===== src/rtl/cmd_script_player.sv =====
// Plays a loadable script of RemoteComm commands: sends each entry, waits for the
// response byte with a timeout, retries on silence and tallies pass/fail per entry.
module cmd_script_player #(
  parameter int unsigned        DEPTH         = 16,
  parameter int unsigned        CMD_W         = 16,
  parameter int unsigned        RESP_W        = 8,
  parameter int unsigned        TMO_W         = 24,
  parameter logic [TMO_W-1:0]   TIMEOUT       = TMO_W'(10_000_000),
  parameter int unsigned        MAX_RETRY     = 2,
  parameter logic [RESP_W-1:0]  COMPLETE_RESP = RESP_W'(8'hA5),
  localparam int unsigned       IW            = (DEPTH > 1) ? $clog2(DEPTH) : 1,
  localparam int unsigned       CW            = $clog2(DEPTH + 1),
  localparam int unsigned       RW            = (MAX_RETRY > 0) ? $clog2(MAX_RETRY + 1) : 1
) (
  input  logic              clk,
  input  logic              rst,
  input  logic              load_en,
  input  logic [IW-1:0]     load_addr,
  input  logic [CMD_W-1:0]  load_cmd,
  input  logic [CW-1:0]     load_len,
  input  logic              start,
  input  logic              stop_on_fail,
  output logic [CMD_W-1:0]  cmd,
  output logic              send_cmd,
  input  logic              cmd_sent,
  input  logic              resp_rdy,
  input  logic [RESP_W-1:0] resp,
  output logic              clr_rx_rdy,
  output logic              busy,
  output logic              done,
  output logic [IW-1:0]     cur_idx,
  output logic [CW-1:0]     pass_cnt,
  output logic [CW-1:0]     fail_cnt
);

  typedef enum logic [2:0] {
    S_IDLE,
    S_SEND,
    S_WAIT_SENT,
    S_WAIT_RESP,
    S_CHECK,
    S_FIN
  } state_t;

  state_t state, state_nxt;

  logic [CMD_W-1:0] script_mem [DEPTH];
  logic [CW-1:0]    len_q;
  logic             stop_q;
  logic             failed_q;
  logic [TMO_W-1:0] tmo_cnt;
  logic [RW-1:0]    retry_cnt;

  logic          waiting_c;
  logic          tmo_hit_c;
  logic          resp_take_c;
  logic          retry_ok_c;
  logic          last_c;
  logic          end_c;
  logic [CW-1:0] len_clamp_c;
  logic [IW-1:0] send_idx_c;

  // Condition decode shared by the FSM and the datapath
  always_comb begin
    waiting_c   = (state == S_WAIT_SENT) || (state == S_WAIT_RESP);
    tmo_hit_c   = waiting_c && (tmo_cnt == TIMEOUT - TMO_W'(1));
    resp_take_c = (state == S_WAIT_RESP) && resp_rdy;
    retry_ok_c  = 32'(retry_cnt) < MAX_RETRY;
    last_c      = CW'(cur_idx) == (len_q - CW'(1));
    end_c       = (failed_q && stop_q) || last_c;
    len_clamp_c = (load_len > CW'(DEPTH)) ? CW'(DEPTH) : load_len;
    send_idx_c  = cur_idx;
    if (state == S_IDLE) begin
      send_idx_c = '0;
    end else if (state == S_CHECK) begin
      send_idx_c = cur_idx + IW'(1);
    end
  end

  // State register
  always_ff @(posedge clk) begin
    if (rst) begin
      state <= S_IDLE;
    end else begin
      state <= state_nxt;
    end
  end

  // Next state and state-decoded outputs; a response beats a same-cycle timeout
  always_comb begin
    state_nxt  = state;
    send_cmd   = 1'b0;
    clr_rx_rdy = 1'b0;
    busy       = 1'b1;
    done       = 1'b0;
    case (state)
      S_IDLE: begin
        busy = 1'b0;
        if (start) begin
          state_nxt = (len_clamp_c == '0) ? S_FIN : S_SEND;
        end
      end
      S_SEND: begin
        send_cmd  = 1'b1;
        state_nxt = S_WAIT_SENT;
      end
      S_WAIT_SENT: begin
        if (tmo_hit_c) begin
          state_nxt = retry_ok_c ? S_SEND : S_CHECK;
        end else if (cmd_sent) begin
          state_nxt = S_WAIT_RESP;
        end
      end
      S_WAIT_RESP: begin
        clr_rx_rdy = resp_rdy;
        if (resp_rdy) begin
          state_nxt = S_CHECK;
        end else if (tmo_hit_c) begin
          state_nxt = retry_ok_c ? S_SEND : S_CHECK;
        end
      end
      S_CHECK: begin
        state_nxt = end_c ? S_FIN : S_SEND;
      end
      S_FIN: begin
        done      = 1'b1;
        state_nxt = S_IDLE;
      end
      default: state_nxt = S_IDLE;
    endcase
  end

  // Script RAM keeps its contents across reset
  always_ff @(posedge clk) begin
    if (load_en && (state == S_IDLE) && (32'(load_addr) < DEPTH)) begin
      script_mem[load_addr] <= load_cmd;
    end
  end

  // Playback datapath: command latch, timeout/retry tracking and tallies
  always_ff @(posedge clk) begin
    if (rst) begin
      cmd       <= '0;
      cur_idx   <= '0;
      pass_cnt  <= '0;
      fail_cnt  <= '0;
      len_q     <= '0;
      stop_q    <= 1'b0;
      failed_q  <= 1'b0;
      tmo_cnt   <= '0;
      retry_cnt <= '0;
    end else begin
      // cmd is loaded on entry to SEND so it is already valid while send_cmd is high
      if (state_nxt == S_SEND) begin
        cmd <= script_mem[send_idx_c];
      end
      case (state)
        S_IDLE: begin
          if (start) begin
            len_q     <= len_clamp_c;
            stop_q    <= stop_on_fail;
            cur_idx   <= '0;
            pass_cnt  <= '0;
            fail_cnt  <= '0;
            retry_cnt <= '0;
            failed_q  <= 1'b0;
          end
        end
        S_SEND: begin
          tmo_cnt <= '0;
        end
        S_WAIT_SENT, S_WAIT_RESP: begin
          tmo_cnt <= tmo_cnt + TMO_W'(1);
          if (resp_take_c) begin
            if (resp == COMPLETE_RESP) begin
              if (pass_cnt != '1) pass_cnt <= pass_cnt + CW'(1);
            end else begin
              if (fail_cnt != '1) fail_cnt <= fail_cnt + CW'(1);
              failed_q <= 1'b1;
            end
          end else if (tmo_hit_c) begin
            if (retry_ok_c) begin
              retry_cnt <= retry_cnt + RW'(1);
            end else begin
              if (fail_cnt != '1) fail_cnt <= fail_cnt + CW'(1);
              failed_q <= 1'b1;
            end
          end
        end
        S_CHECK: begin
          retry_cnt <= '0;
          failed_q  <= 1'b0;
          if (!end_c) begin
            cur_idx <= send_idx_c;
          end
        end
        default: ;
      endcase
    end
  end

endmodule

===== config.mk =====
export PLATFORM = sky130hd
export DESIGN_NAME = cmd_script_player
export DESIGN_NICKNAME = d
export VERILOG_FILES = /design/src/rtl/cmd_script_player.sv
export SDC_FILE = /design/constraint.sdc
export NUM_CORES = 1
export LEC_CHECK = 0
export ABC_AREA = 1
export CELL_PAD_IN_SITES_DETAIL_PLACEMENT = 0
export CELL_PAD_IN_SITES_GLOBAL_PLACEMENT = 2
export CORE_MARGIN = 8
export CORE_UTILIZATION = 42
export CTS_BUF_LIST = sky130_fd_sc_hd__clkbuf_16
export CTS_CLUSTER_SIZE = 40
export DETAILED_ROUTE_END_ITERATION = 10
export PLACE_DENSITY_LB_ADDON = 0.08
export SYNTH_ARGS = -nofsm -noshare
export SYNTH_HDL_FRONTEND = slang
export SYNTH_SLANG_ARGS = --single-unit

===== constraint.sdc =====
create_clock -name clk -period 4.6 [get_ports clk]
set_clock_uncertainty 0.1 [all_clocks]
set_input_delay 0.69 -clock clk [delete_from_list [all_inputs] [get_ports clk]]
set_output_delay 0.69 -clock clk [all_outputs]
set_load 0.03 [all_outputs]

* Yosys cells after proc, flatten, opt, wreduce, memory -nomap -nowiden
Memory sizes are Yosys's and may differ from the RTL's. A register that Yosys moved wholly into a read port is not among the register bits.
Cells that the tools add are included.
** Cells by class
- $add $sub $neg :: 6
- $lt $le $gt $ge :: 2
- Equal/unequal tests :: 22
- Multiplexer cells :: 44
- Reduce and logical (&&, ||, !) cells :: 19
** Operators by type and width (count)
- $mux W5 :: 10
- $pmux W24 S2 :: 1
- $add A24 B1 Y24 const B :: 1
- $eq A24 B24 Y1 const B :: 1
- $mux W3 :: 8
- $pmux W5 S2 :: 2
- $reduce_and A5 Y1 :: 4
- $mux W4 :: 4
- $ne A2 B2 Y1 const B :: 8
- $pmux W3 S5 :: 1
- $mux W1 :: 11
- $add A5 B1 Y5 const B :: 2
- $ne A5 B5 Y1 const B :: 2
- $ne A3 B3 Y1 const B :: 3
- $eq A8 B8 Y1 const B :: 1
- $mux W2 :: 4
- $pmux W4 S2 :: 1
- $eq A3 B1 Y1 const B :: 2
- $eq A3 B2 Y1 const B :: 2
- $eq A3 B3 Y1 const B :: 2
- $pmux W2 S3 :: 1
- $reduce_bool A2 Y1 :: 3
- $eq A4 B5 Y1 :: 1
- $gt A5 B5 Y1 const B :: 1
- other kinds (13) :: 17
** Storage, ports and cells
- Flip-flop bits (word level) :: 50
- RAM bits :: 256
- Output and inout bits :: 34
- Logic and storage cells :: 103
- Memories :: 1
** Memories
- script_mem :: depth 16, width 16, rd ports 1, clocked after memory_dff 1, write ports 1, line 47 : logic [CMD_W-1:0] script_mem [DEPTH];

* Depth between registers and ports, before layout
Gate-level depths: netlist (run 1).
- Depth in word-level cells :: 7
- Depth in mapped cells :: 17

* Least setup slack after synthesis (run 1)
Ideal clock, no wire load.
- Path kind :: register to register
- Start :: reg state[1]
- End :: mem script_mem[0][0], enable pin
- Setup time :: 0.388 ns
- Arrival time :: 1.843 ns
- Data required time :: 4.112 ns
- Setup slack :: 2.269 ns
- Stages on the path, launching flop included :: 8
- Cell sequence :: dfxtp_1 -> inv_2 -> nand2_4 -> nor2_4 -> inv_2 -> nor2_1 -> nand3_1 -> nor2_1
** On the way
- Word-level cells in the longest chain between the ends :: 4
** Ends and longest elaborated chain
- from (decl) :: line 45 : state_t state, state_nxt;
- from (signal assigned) :: line 85 : state <= state_nxt;
- $logic_not A3 Y1 :: line 135 : if (load_en && (state == S_IDLE) && (32'(load_addr) < DEPTH)) begin
- $logic_and A1 B1 Y1 :: line 135
- $mux W1 :: line 135
- $mux W1 (not written as such) :: line 136 : script_mem[load_addr] <= load_cmd;
- to (decl) :: line 47
No other way between the ends.

* Final worst setup path (run 1)
- Start :: reg state[2]
- End :: out clr_rx_rdy
** On the way
- Word-level cells in the longest chain between the ends :: 2
** Ends and longest elaborated chain
- $eq A3 B2 Y1 :: line 96 : case (state)
- $mux W1 :: line 96
- to (decl) :: line 28 : output logic clr_rx_rdy,
No other way between the ends.

==> flow_metrics.py, run 1 <==
metrics = {
    "finish": {
        "layout-drive-gt1-share": 0.0752,
        "diodes": 0,
        "syn2layout_area_growth_pct": 15.3,
        "fin_cells": 1985,
        "final_nets": 1551,
    },
    "clock_tree": {
        "numCtsBuffers": 37,
        "post_cts_resized": 0,
        "post_cts_buffers": 0,
        "cts_sinks": 322,
        "htreeDepth": 2,
        "clockBufferDepth": 3,
        "cts_tree": "built",
        "clock_tree.root_cell": "clkbuf_16",
        "clk_pin_slew_worst_paths_ns": 0.06,
        "cts_hold_buf": 0,
        "clk_latency_ns": 0.52,
    },
    "timing": {
        "slew_violations": 0,
        "rsz0062_at_grt": "no",
        "period_share": 0.745,
        "min_period_ns": 3.43,
        "fin_hold_ws_ns": 0.376,
        "fmax_ghz": 0.292,
        "slew_headroom": 0.272,
        "hold_violations": 0,
        "setup_viol": 0,
        "finalSetupTns_ns": 0,
        "worstMarginPinSlew_ns": 1.09,
    },
    "placement": {
        "gp_congestion": 0.782,
        "dp_cells": 1920,
        "dp_hpwl_um": 25000,
        "portBuffers": 73,
    },
    "yosys": {
        "synth.area.top_cells": "edfxtp_1 (53%), dfxtp_1 (9.2%), nand2_1 (7.8%)",
        "synth_cell_types": 43,
        "synth_area_leader_cell": "edfxtp_1",
        "syn_nets": 1492,
        "yosys_warnings": 0,
        "syn_avg_cell_area_um2": 9.99,
        "synth_seq_cells": 322,
        "synth_edf_count": 256,
        "synth_ff_type": "edfxtp_1",
        "synthCells": 1445,
        "async_flop_share": 0,
        "syn_area_um2": 14400,
        "yosysSeqAreaShare": 0.624,
        "yosys.area.top_type_share": 0.533,
    },
    "route": {
        "ant_nets": 0,
        "vias": 10200,
        "wl_um": 38900,
        "drt_iter0_markers": 693,
        "via_per_inst": 5.12,
        "drc": 0,
        "drt_first_pass_iters": 5,
        "wl_per_cell_um": 19.6,
    },
    "global_routing": {
        "grt_pass1_wl_um": 59800,
        "grt_pass1_vias": 9875,
        "track_usage": 0.190,
        "grt.overflow.total": 0,
        "grt_max_degree": 97,
        "antenna_found_initial": 1,
    },
    "floorplan": {
        "core_um2": 34200,
        "initial_utilization": 0.422,
        "dieWidth_um": 201,
        "ios": 74,
        "rows": 68,
        "die_area_um2": 40600,
        "fp.dieH_um": 201,
    },
    "worst_setup_path": {
        "crit_required_ns": 3.81,
        "r2r_slack_ns": 1.69,
        "criticalPathCategory": "flop to output port",
        "cp_data_arrival_time_ns": 2.64,
        "max_stage_delay_ns": 0.71,
        "path_cells": "inv_4 -> nand2_4 -> inv_2 -> nand2_2 -> nor2_2 -> clkdlybuf4s50_1",
        "endpoint_kind": "output port",
        "crit_slowest_cell": "clkdlybuf4s50_1",
        "crit_fanout": 31,
        "setup.worst_path.start_class": "flop",
    },
    "power_and_ir_drop": {
        "p_leak_nw": 5.99,
        "ir_drop_mv": 0.304,
        "power_per_cell_area_nw_per_um2": 387,
    },
    "hold_path": {
        "worstHoldPathType": "flop to flop",
    },
    "outcome": {
        "status": "finished clean",
    },
    "flow_run": {
        "drv_cap": 0,
    },
}
state kept, by name, indices dropped and copies added, names as in the netlist:
register	cells
cmd	16
failed_q	1
fail_cnt	5
script_mem	256
state	3
retry_cnt	2
cur_idx	4
pass_cnt	5
len_q	5
stop_q	1
tmo_cnt	24
critical path, delay by kind of cell (launching register included):
kind	cells	cell delay (ns)
flip-flops	1	0.37
buffers and inverters	3	1.32
AND/OR/NAND/NOR	3	0.42
final cells by class:
cell class,instances,area [µm²]
Timing Repair Buffer,86,841
Multi-Input combinational cell,836,4310
Tap cell,455,569
Clock inverter,27,141
Clock buffer,38,951
Inverter,221,832
Sequential cell,322,9010
Fill cell,3280,17600
final timing paths:
kind / end / startpoint / cells past startpoint
max: clr_rx_rdy / state[2]$_SDFF_PP0_ / 6
min reg2reg: stop_q$_SDFFE_PP0P_ / stop_q$_SDFFE_PP0P_ / 2
max reg2reg: cmd[1]$_SDFFE_PP0N_ / state[0]$_SDFF_PP0_ / 13
min: stop_q$_SDFFE_PP0P_ / stop_q$_SDFFE_PP0P_ / 2
layout by cell type, fill, tap and decap left out, types with 2 or more instances in the layout:
cell,synthesis,routed
nor2_2,3,19
inv_6,0,2
nor2_4,4,4
a31oi_1,2,2
or2_2,5,5
o21ai_0,15,15
nor3_1,13,13
nand2_1,301,301
nor2_1,99,83
ha_1,7,7
nand2_2,4,4
nand2_4,3,2
clkbuf_16,0,38
o211ai_1,97,97
dfxtp_1,66,66
clkinv_2,0,3
nand3_1,164,164
a221oi_1,4,4
inv_2,15,16
nor4_1,5,5
a21oi_1,44,44
nand4_1,14,14
a211oi_1,3,3
buf_4,13,12
clkinv_1,1,10
inv_1,204,215
o31ai_1,2,2
nand3b_1,33,33
clkdlybuf4s50_1,0,73
o21ai_1,3,2
edfxtp_1,256,256
report_power, final:
group	internal (mW)	total [mW]	switching, mW
Clock	1.54	2.68	1.14
Combinational	0.162	0.517	0.355
Sequential	3.21	3.25	0.0406
per-stage QoR:
| step | util | total power [mW] | cell area (µm²) | setup WS, ns |
|---|---|---|---|---|
| floorplan | - | 3.60 | 14400 | 2.27 |
| global placement | 0.455 | 3.84 | 15600 | 1.57 |
| detailed placement | 0.455 | 3.84 | 15600 | 1.53 |
| CTS | 0.487 | 6.52 | 16600 | 1.11 |
| global route | 0.487 | 6.67 | 16600 | 1.03 |
| finish | 0.487 | 6.45 | 16600 | 1.17 |
cells by family (layout without fill, tap and decap cells):
logic type	count (synthesis)	in the layout	share of synthesized area
AO/OA/AOI/OAI	175	175	0.0812
XOR/XNOR	2	2	0.00173
adder cells (fa/ha/maj)	7	7	0.00607
buffers and inverters	287	372	0.0818
flip-flops	322	322	0.624
AND/OR/NAND/NOR	652	652	0.205
metal layers:
layer  vias to the layer above  share of wire  global-route usage
met3                        47          0.035              0.0261
li1                       5042              -                   -
met5                         -              0                   0
met1                      4895           0.45               0.244
met4                         0          0.024              0.0545
met2                       181           0.49               0.331
synth_stat cells (all sizes together), types with 7 or more instances:
cell type  number
nand3         166
o211ai         97
edfxtp        256
clkbuf         28
nand2         308
buf            38
nand3b         33
nand4          14
ha              7
nor3           13
nor2          107
dfxtp          66
o21ai          18
inv           220
a21oi          44
(Power assumes the default switching activity.)
==> run 2: changes to the inputs <==
--- a/config.mk
+++ b/config.mk
@@ -9,7 +9,7 @@
 export CELL_PAD_IN_SITES_DETAIL_PLACEMENT = 0
 export CELL_PAD_IN_SITES_GLOBAL_PLACEMENT = 2
 export CORE_MARGIN = 8
-export CORE_UTILIZATION = 42
+export CORE_UTILIZATION = 39
 export CTS_BUF_LIST = sky130_fd_sc_hd__clkbuf_16
 export CTS_CLUSTER_SIZE = 40
 export DETAILED_ROUTE_END_ITERATION = 10
==> constraint.sdc (replaced) <==
create_clock -name clk -period 3.4 [get_ports clk]
set_clock_uncertainty 0.1 [all_clocks]
set_input_delay 0.51 -clock clk [delete_from_list [all_inputs] [get_ports clk]]
set_output_delay 0.51 -clock clk [all_outputs]
set_load 0.03 [all_outputs]
==> flow_metrics.py, run 2 (same netlist as run 1, synthesis figures left out) <==
metrics = {
    "finish": {
        "syn2layout_area_growth_pct": 17.5,
        "reg_top3": "script_mem x256, tmo_cnt x24, cmd x16",
        "final_common_cell": "nand2_1",
        "largest-register": "script_mem",
        "fill_cells": 3426,
        "layout_common_cells": "nand2_1 (301), edfxtp_1 (256), inv_1 (216)",
        "final_nets": 1580,
        "largest_reg_flops": 256,
        "layout-drive-gt1-share": 0.0924,
    },
    "timing": {
        "finalSetupTns_ns": 0,
        "setup_viol": 0,
        "fmax_ghz": 0.359,
        "worstMarginPinSlew_ns": 0.821,
        "period_share": 0.820,
        "min_period_ns": 2.79,
        "hold_violations": 0,
        "slew_violations": 0,
        "rsz0062_at_grt": "no",
        "slew_headroom": 0.452,
    },
    "worst_setup_path": {
        "reg2reg_depth": 14,
        "setup.worst_path.start_class": "flop",
        "r2r-end": "cmd[11]$_SDFFE_PP0N_",
        "crit_required_ns": 2.79,
        "endpoint_kind": "output port",
        "cp-endpoint": "clr_rx_rdy",
        "crit_fanout": 9,
        "cp_data_arrival_time_ns": 2.18,
        "r2r_slack_ns": 0.89,
        "reg2reg_from": "len_q[0]$_SDFFE_PP0P_",
        "cp-startpoint": "state[2]$_SDFF_PP0_",
        "criticalPathCategory": "flop to output port",
    },
    "clock_tree": {
        "clock_tree.root_cell": "clkbuf_16",
        "cts_sinks": 322,
        "clk_pin_slew_worst_paths_ns": 0.06,
        "post_cts_resized": 0,
        "htreeDepth": 2,
        "clockBufferDepth": 3,
        "numCtsBuffers": 38,
        "cts_tree": "built",
        "cts_hold_buf": 0,
        "clk_latency_ns": 0.55,
        "post_cts_buffers": 0,
    },
    "floorplan": {
        "die_area_um2": 43400,
        "ios": 74,
        "dieWidth_um": 208,
        "initial_utilization": 0.395,
        "core_um2": 36500,
        "rows": 70,
        "fp.dieH_um": 208,
    },
    "outcome": {
        "status": "finished clean",
    },
    "route": {
        "via_per_inst": 5.11,
        "wl_met2_um": 19100,
        "wl_met3_um": 2160,
        "drt_first_pass_iters": 5,
        "vias": 10400,
        "top_layer_used": "met4",
        "drc": 0,
        "drt_iter0_markers": 660,
        "wl_um": 41300,
        "wl_met1_um": 19100,
        "wl_per_cell_um": 20.4,
        "ant_nets": 0,
    },
    "global_routing": {
        "grt_max_degree": 75,
        "grt_pass1_vias": 10100,
        "track_usage": 0.189,
        "antenna_found_initial": 1,
        "grt_pass1_wl_um": 62800,
        "grt.overflow.total": 0,
    },
    "power_and_ir_drop": {
        "intPower_mw": 6.61,
        "ir_drop_mv": 0.461,
        "share_comb_of_total_power": 0.082,
        "netSwitchingPower_mw": 2.15,
        "clockPowerShare": 0.416,
        "p_sw_frac": 0.246,
        "sequentialPowerShare": 0.502,
        "total_power_mw": 8.75,
        "p_leak_nw": 6.17,
        "power_per_cell_area_nw_per_um2": 516,
    },
    "flow_run": {
        "drv_cap": 0,
    },
    "placement": {
        "portBuffers": 73,
        "gp_congestion": 0.812,
        "dp_hpwl_um": 25900,
    },
    "hold_path": {
        "worstHoldPathType": "flop to flop",
        "min_from": "stop_q$_SDFFE_PP0P_",
    },
}
-- run 2: changes by cell type in the layout (fill, tap and decap cells not counted), sizes merged --
cell,delta
bufinv,-1
buf,+28
inv,-1
clkinv,+2
clkinvlp,+1
diode,+1
-- run 2: worst min path at each step --
| stage | slack (ns) | end | depth (start not counted) |
|---|---|---|---|
| 6_report | 0.37 | stop_q$_SDFFE_PP0P_ | 2 |
| 5_1_grt | 0.39 | stop_q$_SDFFE_PP0P_ | 2 |
| 4_1_cts | 0.38 | stop_q$_SDFFE_PP0P_ | 2 |
| 3_5_place_dp | 0.37 | stop_q$_SDFFE_PP0P_ | 2 |
| 3_3_place_gp | 0.36 | stop_q$_SDFFE_PP0P_ | 2 |
| 2_1_floorplan | 0.34 | failed_q$_SDFFE_PP0P_ | 2 |
-- run 2: cell type report --
class | count | area (µm²) | share of cell area
clock buffers | 38 | 951 | 0.0560
well taps | 468 | 586 | 0.0345
multi-input cells | 836 | 4300 | 0.254
clock inverters | 28 | 145 | 0.00855
diodes | 1 | 2.50 | 0.000147
repair buffers | 114 | 1140 | 0.0671
flip-flops and latches | 322 | 9010 | 0.531
inverters | 221 | 832 | 0.0490
-- run 2: metrics by stage --
step / instance area [µm²] / utilization / setup slack, ns / std cells / hold WS [ns]
6_report: 17000 / 0.465 / 0.613 / 2028 / 0.371
5_1_grt: 17000 / 0.465 / 0.466 / 2027 / 0.391
4_1_cts: 17000 / 0.465 / 0.565 / 2027 / 0.378
3_5_place_dp: 15900 / 0.434 / 0.808 / 1961 / 0.369
3_3_place_gp: 15900 / 0.434 / 0.827 / 1961 / 0.356
2_1_floorplan: 14400 / - / 1.07 / 1445 / 0.337
-- run 2: power groups by stage --
| stage | sequential [mW] | clock [mW] | combinational (mW) |
|---|---|---|---|
| 2_1_floorplan | 4.53 | 0 | 0.342 |
| 3_3_place_gp | 4.48 | 0 | 0.726 |
| 3_5_place_dp | 4.48 | 0 | 0.727 |
| 4_1_cts | 4.40 | 3.74 | 0.730 |
| 5_1_grt | 4.40 | 3.88 | 0.793 |
| 6_report | 4.39 | 3.64 | 0.717 |
-- run 2: worst max-delay path: stages, from the launching register on --
cell	delay, ns
dfxtp_1	0.37
inv_4	0.14
nand2_4	0.12
inv_2	0.08
nand2_2	0.05
nor2_2	0.16
clkdlybuf4s50_1	0.71
-- run 2: metal layers --
layer,GRT usage,vias to the layer above
li1,-,5112
met1,0.253,5000
met2,0.303,198
met3,0.0464,50
met4,0.0499,0
met5,0,-
==> run 3: changes to the inputs <==
--- a/config.mk
+++ b/config.mk
@@ -9,7 +9,7 @@
 export CELL_PAD_IN_SITES_DETAIL_PLACEMENT = 0
 export CELL_PAD_IN_SITES_GLOBAL_PLACEMENT = 2
 export CORE_MARGIN = 8
-export CORE_UTILIZATION = 39
+export CORE_UTILIZATION = 35
 export CTS_BUF_LIST = sky130_fd_sc_hd__clkbuf_16
 export CTS_CLUSTER_SIZE = 40
 export DETAILED_ROUTE_END_ITERATION = 10
==> constraint.sdc (replaced) <==
create_clock -name clk -period 2.3 [get_ports clk]
set_clock_uncertainty 0.1 [all_clocks]
set_input_delay 0.345 -clock clk [delete_from_list [all_inputs] [get_ports clk]]
set_output_delay 0.345 -clock clk [all_outputs]
set_load 0.03 [all_outputs]
==> flow_metrics.py, run 3 (same netlist as run 1, synthesis figures left out) <==
metrics = {
    "clock_tree": {
        "numCtsBuffers": 39,
        "cts_hold_buf": 0,
        "cts_sinks": 322,
        "htreeDepth": 2,
        "clockBufferDepth": 3,
        "cts_tree": "built",
        "clk_pin_slew_worst_paths_ns": 0.05,
        "clock_tree.root_cell": "clkbuf_16",
        "clk_latency_ns": 0.54,
    },
    "hold_path": {
        "worstHoldPathType": "input pin to flop",
    },
    "floorplan": {
        "core_um2": 40700,
        "initial_utilization": 0.354,
        "die_area_um2": 48000,
        "ios": 74,
        "dieWidth_um": 219,
        "rows": 74,
        "fp.dieH_um": 219,
    },
    "placement": {
        "portBuffers": 73,
        "dp_slack_ns": 0.0247,
        "post_dp_cell_area_um2": 16600,
        "dp_hpwl_um": 27800,
        "gp_congestion": 0.774,
    },
    "power_and_ir_drop": {
        "p_leak_nw": 6.66,
        "ir_drop_mv": 0.505,
        "power_per_cell_area_nw_per_um2": 764,
    },
    "route": {
        "ant_nets": 0,
        "drt_iter0_markers": 807,
        "vias": 10600,
        "via_per_inst": 4.94,
        "drc": 0,
        "wl_um": 43800,
        "wl_per_cell_um": 20.4,
        "drt_first_pass_iters": 5,
    },
    "worst_setup_path": {
        "setup.worst_path.start_class": "flop",
        "crit_buf_inv": 1,
        "endpoint_kind": "output port",
        "r2r_slack_ns": 0.15,
        "crit_required_ns": 1.86,
        "path_delay_family": "buffers and inverters",
        "cp_data_arrival_time_ns": 1.74,
        "crit_fanout": 6,
        "crit_slowest_cell": "clkdlybuf4s50_1",
        "cp.depth": 1,
        "cp-startpoint": "cur_idx[2]$_SDFFE_PP0P_",
        "criticalPathCategory": "flop to output port",
        "path_cells": "clkdlybuf4s50_1",
        "max_stage_delay_ns": 0.74,
        "reg2reg_depth": 13,
        "reg2reg_from": "tmo_cnt[1]$_SDFFE_PP0P_",
        "cp-endpoint": "cur_idx[2]",
        "r2r-end": "cmd[10]$_SDFFE_PP0N_",
    },
    "timing": {
        "worstMarginPinSlew_ns": 0.738,
        "hold_violations": 0,
        "setup_viol": 0,
        "rsz0062_at_grt": "yes",
        "slew_headroom": 0.506,
        "fmax_ghz": 0.457,
        "period_share": 0.951,
        "setup_slack_ns": 0.113,
        "min_period_ns": 2.19,
        "slew_violations": 0,
    },
    "finish": {
        "layout_common_cells": "nand2_1 (298), edfxtp_1 (256), inv_1 (213)",
        "final_nets": 1638,
        "design_area_um2": 18000,
        "largest-register": "script_mem",
        "reg_top3": "script_mem x256, tmo_cnt x24, cmd x16",
        "syn2layout_area_growth_pct": 24.8,
        "largest_reg_flops": 256,
        "layout-drive-gt1-share": 0.138,
        "final_common_cell": "nand2_1",
        "fill_cells": 3930,
    },
    "global_routing": {
        "track_usage": 0.179,
        "grt_max_degree": 59,
        "grt_pass1_wl_um": 65000,
        "grt.overflow.total": 0,
        "antenna_found_initial": 1,
        "grt_pass1_vias": 10200,
    },
    "outcome": {
        "status": "finished clean",
    },
    "flow_run": {
        "drv_cap": 0,
    },
}
==> run 3: how the worst min path moves through the flow <==
stage,start,endpoint,slack [ns],cells past startpoint
after CTS,stop_on_fail,stop_q$_SDFFE_PP0P_,0.27,3
after floorplan,failed_q$_SDFFE_PP0P_,failed_q$_SDFFE_PP0P_,0.34,2
after detailed placement,failed_q$_SDFFE_PP0P_,failed_q$_SDFFE_PP0P_,0.36,2
final,stop_on_fail,stop_q$_SDFFE_PP0P_,0.31,3
after global routing,stop_on_fail,stop_q$_SDFFE_PP0P_,0.29,3
after global placement,failed_q$_SDFFE_PP0P_,failed_q$_SDFFE_PP0P_,0.36,2
==> run 3: timing repair <==
item | 4_1_cts | 5_1_grt
buffers inserted | 0 | 5
setup endpoints to repair | 4 | 16
cloned | 0 | 6
resized for setup | 4 | 20
endpoints found under the hold margin | 0 | 0
pin swaps | 0 | 7
==> run 3: layout make-up <==
cell class | count | area, µm² | share of cell area
clock buffer | 41 | 1030 | 0.0570
tap | 532 | 666 | 0.0370
sequential | 322 | 9010 | 0.500
timing repair buffer | 168 | 1860 | 0.103
antenna | 1 | 2.50 | 0.000139
inverter | 221 | 832 | 0.0462
multi-input combinational | 839 | 4390 | 0.244
clock inverter | 28 | 221 | 0.0123
==> run 3: report_power, final <==
group          internal, mW  switching, mW
combinational         0.457          0.765
clock                  3.65           2.40
sequential             6.42         0.0690
total                  10.5           3.24
==> run 3: stage by stage <==
stage | instances | util | setup TNS, ns | hold slack (ns) | power (mW)
final | 2152 | 0.442 | 0 | 0.307 | 13.8
after global routing | 2151 | 0.442 | -0.0905 | 0.285 | 14.3
after CTS | 2140 | 0.437 | 0 | 0.269 | 13.9
after detailed placement | 2071 | 0.407 | 0 | 0.360 | 7.78
after global placement | 2071 | 0.407 | 0 | 0.356 | 7.78
after floorplan | 1445 | - | -8.02 | 0.337 | 7.20
==> run 3: layer usage <==
metal,up-vias,GRT usage,routed length (µm)
li1,5232,-,-
met1,5120,0.267,22000
met2,235,0.268,19000
met3,45,0.0259,2010
met4,0,0.0483,830
met5,-,0,0
==> run 3: tightest hold or removal path, delay by kind of cell <==
kind	cells	cell delay [ns]
buffers and inverters	1	0.42
AOI/OAI and AO/OA	1	0.05
and+or+nand+nor	1	0.07
